[src/rtl/datapath_mc.sv]
// Multicycle Fetch/Exec/Writeback datapath executing sll, srl, addi and li
// against an external instruction-memory handshake, with a debug register read port.
module datapath_mc #(
  parameter int unsigned DATA_W  = 8,
  parameter int unsigned REG_AW  = 3,
  parameter int unsigned IMM_W   = 3,
  parameter int unsigned PC_W    = 5,
  parameter int unsigned INSTR_W = 2 + REG_AW + IMM_W
) (
  input  logic               clk,
  input  logic               Reset,
  input  logic               run,
  output logic               imem_req,
  output logic [PC_W-1:0]    imem_addr,
  input  logic [INSTR_W-1:0] imem_data,
  input  logic               imem_valid,
  output logic [PC_W-1:0]    pc,
  output logic               busy,
  output logic               retire,
  input  logic [REG_AW-1:0]  dbg_addr,
  output logic [DATA_W-1:0]  dbg_data
);

  localparam int unsigned NREG = 2 ** REG_AW;

  typedef enum logic [1:0] {
    FETCH = 2'd0,
    EXEC  = 2'd1,
    WB    = 2'd2
  } state_t;

  state_t              state;
  state_t              state_next;
  logic [INSTR_W-1:0]  ir;
  logic [DATA_W-1:0]   result;
  logic [DATA_W-1:0]   alu_c;
  logic [DATA_W-1:0]   regs [NREG];
  logic [1:0]          op;
  logic [REG_AW-1:0]   rd;
  logic [IMM_W-1:0]    imm;
  logic [DATA_W-1:0]   imm_sext;
  logic [DATA_W-1:0]   rd_val;
  logic                fetch_c;
  logic                wb_c;

  // Instruction field decode from the latched instruction word
  assign op       = ir[INSTR_W-1 -: 2];
  assign rd       = ir[IMM_W +: REG_AW];
  assign imm      = ir[IMM_W-1:0];
  assign imm_sext = DATA_W'($signed(imm));
  assign rd_val   = regs[rd];

  assign imem_addr = pc;
  assign dbg_data  = regs[dbg_addr];

  // ALU: rd is both source and destination
  always_comb begin
    alu_c = '0;
    case (op)
      2'b00:   alu_c = (32'(imm) >= DATA_W) ? '0 : (rd_val << imm);
      2'b01:   alu_c = (32'(imm) >= DATA_W) ? '0 : (rd_val >> imm);
      2'b10:   alu_c = rd_val + imm_sext;
      default: alu_c = imm_sext;
    endcase
  end

  // Next-state and handshake outputs; Reset forces all strobes low
  always_comb begin
    state_next = state;
    imem_req   = 1'b0;
    retire     = 1'b0;
    busy       = 1'b0;
    fetch_c    = 1'b0;
    wb_c       = 1'b0;
    case (state)
      FETCH: begin
        imem_req = run;
        busy     = run && !imem_valid;
        if (run && imem_valid) begin
          fetch_c    = 1'b1;
          state_next = EXEC;
        end
      end
      EXEC: begin
        busy       = 1'b1;
        state_next = WB;
      end
      WB: begin
        busy       = 1'b1;
        retire     = 1'b1;
        wb_c       = 1'b1;
        state_next = FETCH;
      end
      default: state_next = FETCH;
    endcase
    if (Reset) begin
      imem_req = 1'b0;
      retire   = 1'b0;
      busy     = 1'b0;
    end
  end

  // State, instruction/result registers, register file and pc
  always_ff @(posedge clk) begin
    if (Reset) begin
      state  <= FETCH;
      pc     <= '0;
      ir     <= '0;
      result <= '0;
      for (int i = 0; i < NREG; i++) begin
        regs[REG_AW'(i)] <= '0;
      end
    end else begin
      state <= state_next;
      if (fetch_c) begin
        ir <= imem_data;
      end
      if (state == EXEC) begin
        result <= alu_c;
      end
      if (wb_c) begin
        regs[rd] <= result;
        pc       <= pc + PC_W'(1);
      end
    end
  end

endmodule

[config.mk]
export PLATFORM = sky130hd
export DESIGN_NAME = datapath_mc
export DESIGN_NICKNAME = d
export VERILOG_FILES = /design/src/rtl/datapath_mc.sv
export SDC_FILE = /design/constraint.sdc
export NUM_CORES = 1
export LEC_CHECK = 0
export ABC_AREA = 1
export CAP_MARGIN = 40
export CORE_MARGIN = 1
export CORE_UTILIZATION = 50
export CTS_BUF_LIST = sky130_fd_sc_hd__clkbuf_16
export DETAILED_ROUTE_END_ITERATION = 16
export GPL_ROUTABILITY_DRIVEN = 0
export PLACE_DENSITY_LB_ADDON = 0.05
export SYNTH_ARGS = -nofsm -noshare
export SYNTH_HDL_FRONTEND = slang
export SYNTH_SLANG_ARGS = --single-unit
[constraint.sdc]
create_clock -name clk -period 4.7 [get_ports clk]
set_input_delay 0.94 -clock clk [delete_from_list [all_inputs] [get_ports clk]]
set_output_delay 0.94 -clock clk [all_outputs]
set_load 0.02 [all_outputs]
== Word level (Yosys, flattened, before mapping) ==
Memories as Yosys holds them, arrays and structs flattened. A register that Yosys moved wholly into a read port is not among the register bits.
Index checks and enable logic that the tools add are counted.

* Input port bits: 15
* Memories: 1
* Bits in latches: 0
* RAM bits: 64
* Logic and storage cells: 42
* Memory bits (read-only): 0
* Register bits after elaboration: 23
* Output and inout bits: 21

* $mul: 0
* Div/mod/pow operators: 0
* Magnitude comparators: 0
* Reduce and logical (&&, ||, !) cells: 7
* Eq/ne operators: 5
* Bitwise operators: 0
* Shift-type cells: 2
* Multiplexer cells: 21
* Add/subtract/negate cells: 2

{| class="wikitable"
|+ Memories
! memory !! words !! bits a word !! rd ports !! clocked after memory_dff !! wr ports !! line !! source
|-
| regs || 8 || 8 || 2 || 1 || 8 || 37 || <nowiki>logic [DATA_W-1:0] regs [NREG];</nowiki>
|}

{| class="wikitable"
|+ Operator list
! kind !! number
|-
| $pmux W8 S3 || 1
|-
| $mux W1 || 13
|-
| $mux W3 || 3
|-
| $add A8 B8 Y8 || 1
|-
| $mux W8 || 1
|-
| $reduce_or A8 Y1 || 1
|-
| $shl A8 B3 Y8 || 1
|-
| $shr A8 B3 Y8 || 1
|-
| $add A5 B1 Y5 const B || 1
|-
| $eq A2 B1 Y1 const B || 2
|-
| $eq A2 B2 Y1 const B || 2
|-
| $logic_not A2 Y1 || 2
|-
| $pmux W2 S2 || 1
|-
| $logic_and A1 B1 Y1 || 2
|-
| $mux W2 || 1
|-
| $ne A2 B2 Y1 const B || 1
|-
| $pmux W1 S2 || 1
|-
| $reduce_or A2 Y1 || 1
|-
| $logic_not A1 Y1 || 1
|}

== Logic depth before layout (Yosys ltp) ==
* Depth after elaboration: 7
* Mapped depth: 20
* Depth with buffers taken out: 18

== Worst setup path before layout ==
No wires, ideal clock.

* Path kind: input -> output
* Start point: input port dbg_addr[0]
* End point: output port dbg_data[2]
* Arrival time: 1.924 ns
* Path slack: 1.836 ns
* Cell stages on the path: 6
* Path through: inv_1 > clkbuf_1 > nor2_1 > o21ai_0 > a21oi_1 > a31oi_1

* Cells in the longest elaborated chain, start to end: 1

{| class="wikitable"
|+ Ends and longest elaborated chain
! what !! line !! source
|-
| start: declaration || 20 || <nowiki>input logic [REG_AW-1:0] dbg_addr,</nowiki>
|-
| $mem_v2 Z8 W8 || -- ||
|-
| end: declaration || 21 || <nowiki>output logic [DATA_W-1:0] dbg_data</nowiki>
|}

Every way passes these cells.

== Worst setup path after layout ==
* Start point: input port dbg_addr[1]
* End point: output port dbg_data[1]

Same word-level chain as after synthesis.

==> flow_summary.toml <==
[status]
status = "completed"

[finish]
num-nets-final = 789
fin_area_um2 = 6202
syn2layout_area_growth_pct = 11.19
n_antenna_cell = 0
drive_gt1_share_pct = 6.283

[timing]
tightestPinTransition_ns = 0.6620
fmax_ghz = 0.2412
layout_min_cycle_time_ns = 4.146
max_slew_margin_pct = 55.82
setup_viol = 0
post-route-period-util_pct = 88.21
holdWs_ns = 0.4978
rsz0062_at_grt = "no"
finalHoldViolCount = 0
finClkSkew_ns = 0.007228
slew_viol_final = 0
setup_tns_ns = 0

[synth]
synth_edf_count = 64
synth_seq_cells = 90
yosysMostFrequentCell = "nand2_1"
synth_area_um2 = 5578
synth-async-reset-ratio_pct = 0
synth_cell_type_count = 30
synth_common_cells = "nand2_1, nor2_1, inv_1"
synth_top_area_share_pct = 34.45
syn-num-nets = 772
syn_inst = 742
synth_top_flop_cell = "edfxtp_1"
yosys.area.top_type = "edfxtp_1"
avgSynthCellArea_um2 = 7.517
seq_area_frac_synth_pct = 43.79
yosysWarnings = 0
synth_area_leaders = "edfxtp_1, nand2_1, dfxtp_1"

[placement]
placed_cell_area_um2 = 5932
io_buffers = 35
hpwlAfterDp_um = 12510

[die]
io_pins = 36
start_util_pct = 51.45
rows = 38
coreArea_um2 = 10840
dieWidth_um = 107.6
dieArea_um2 = 11580
die_y_um = 107.6

[setup_path]
cp.arrival_ns = 3.21
cp-start-kind = "input pin"
cp_max_fo = 21
worst_setup_path_end_kind = "output port"
critical_path_required_ns = 3.76
critical_path_class = "in -> out"

[grt]
grt_max_degree = 41
antenna_found_initial = 0
grt_pass1_vias = 4619
overflow = 0
grt_pass1_wl_um = 24810
grtUsageTotal_pct = 29.24

[drt]
route.detailed.drc = 0
final_antenna_net_count = 0
vias = 5090
drt_first_pass_iters = 5
avgViaCountPerCell = 5.631
finalWirelength_um = 16100
dr.first_iter.drc_count = 570
routedWlPerCell_um = 17.80

[clock_tree]
clock_latency_ns = 0.34
cts_tree = "done"
root_buffer = "clkbuf_16"
cts_resized = 0
postCtsSetupRepairBufs = 0
clock-sinks = 90
clockBufferDepth = 2
cts_buffers = 9
cts_hold_buffers = 0
clkTransAtPathRegs_ns = 0.07
htreeDepth = 3

[power_and_ir_drop]
p_leak_nw = 2.564
p_per_area_nw_per_um2 = 351.0
ir_worst_vdd_v = 0.0002284

[hold_path]
hold_path.class = "reg -> reg"

[run]
cap_violations = 0
## placed cells by master (no fill, tap or decap), drive strengths merged
cell and n:
o21ai 54, and2 7, dfxtp 26, o21a 1
a21oi 51, a41oi 1, nand2 159, o211ai 1
buf 6, nand3b 3, clkdlybuf4s50 35, clkinvlp 1
clkinv 5, nor2 116, or2 3, fa 1
inv 91, a221oi 5, nand3 102, a31oi 9
ha 14, clkbuf 9, edfxtp 64
## worst paths after layout
check	from	end	slack, ns	cells past startpoint
setup / recovery	dbg_addr[1]	dbg_data[1]	0.55	6
hold / removal	result[1]$_SDFFE_PP0N_	result[1]$_SDFFE_PP0N_	0.50	2
setup reg to reg	flip-flop	result[5]$_SDFFE_PP0N_	1.49	17
hold reg to reg	result[1]$_SDFFE_PP0N_	result[1]$_SDFFE_PP0N_	0.50	2
## worst max-delay path, cell delays in order
cell and delay, ns:
clkdlybuf4s50_1 0.70, inv_1 0.38, a21oi_1 0.23, a221oi_1 0.11
a31oi_1 0.21, clkdlybuf4s50_1 0.63
## kinds of logic after synthesis
family / after synthesis / share of synthesized area (%)
DFF: 90 / 43.79
adders and majority gates: 15 / 3.499
buffers and inverters: 125 / 9.982
and+or+nand+nor: 390 / 30.89
AOI/OAI and AO/OA: 122 / 11.84
## flip-flops by register name, summed over array words and instances (netlist names), named ones only
| signal | cells |
|---|---|
| imem_addr | 5 |
| result | 8 |
| ir | 8 |
| state | 2 |
| regs | 64 |
## layer usage
layer | track usage (%) | vias to the layer above | wire length, um
met1 | 37.63 | 2323 | 6693
met3 | 5.085 | 56 | 1105
li1 | - | 2474 | -
met4 | 13.99 | 0 | 727
met2 | 47.66 | 237 | 7568
met5 | 0 | - | 0
## final cells by class
type	instances	area (um^2)
clock buffers	9	225.2
clock inverters	7	45.04
fillers	1003	4638
inverters	90	340.3
multi-input cells	527	2579
flip-flops and latches	90	2442
well taps	140	175.2
repair buffers	41	395.4
## power breakdown
part           internal [mW]  switching [mW]  leakage (nW)  total [mW]
registers              0.886          0.0457         0.874       0.932
clock network          0.357           0.301         0.137       0.658
logic                  0.200           0.387          1.55       0.587
## through the flow
step           setup WS, ns  instances  util, %  power (mW)
2_1_floorplan         1.836        742        -       1.366
3_3_place_gp         0.6794        888    54.72       1.508
3_5_place_dp         0.6095        888    54.72       1.520
4_1_cts              0.6056        904    57.21       2.171
5_1_grt              0.4127        904    57.21       2.291
6_report             0.5542        904    57.21       2.177
Power figures use the tool's default switching activity.
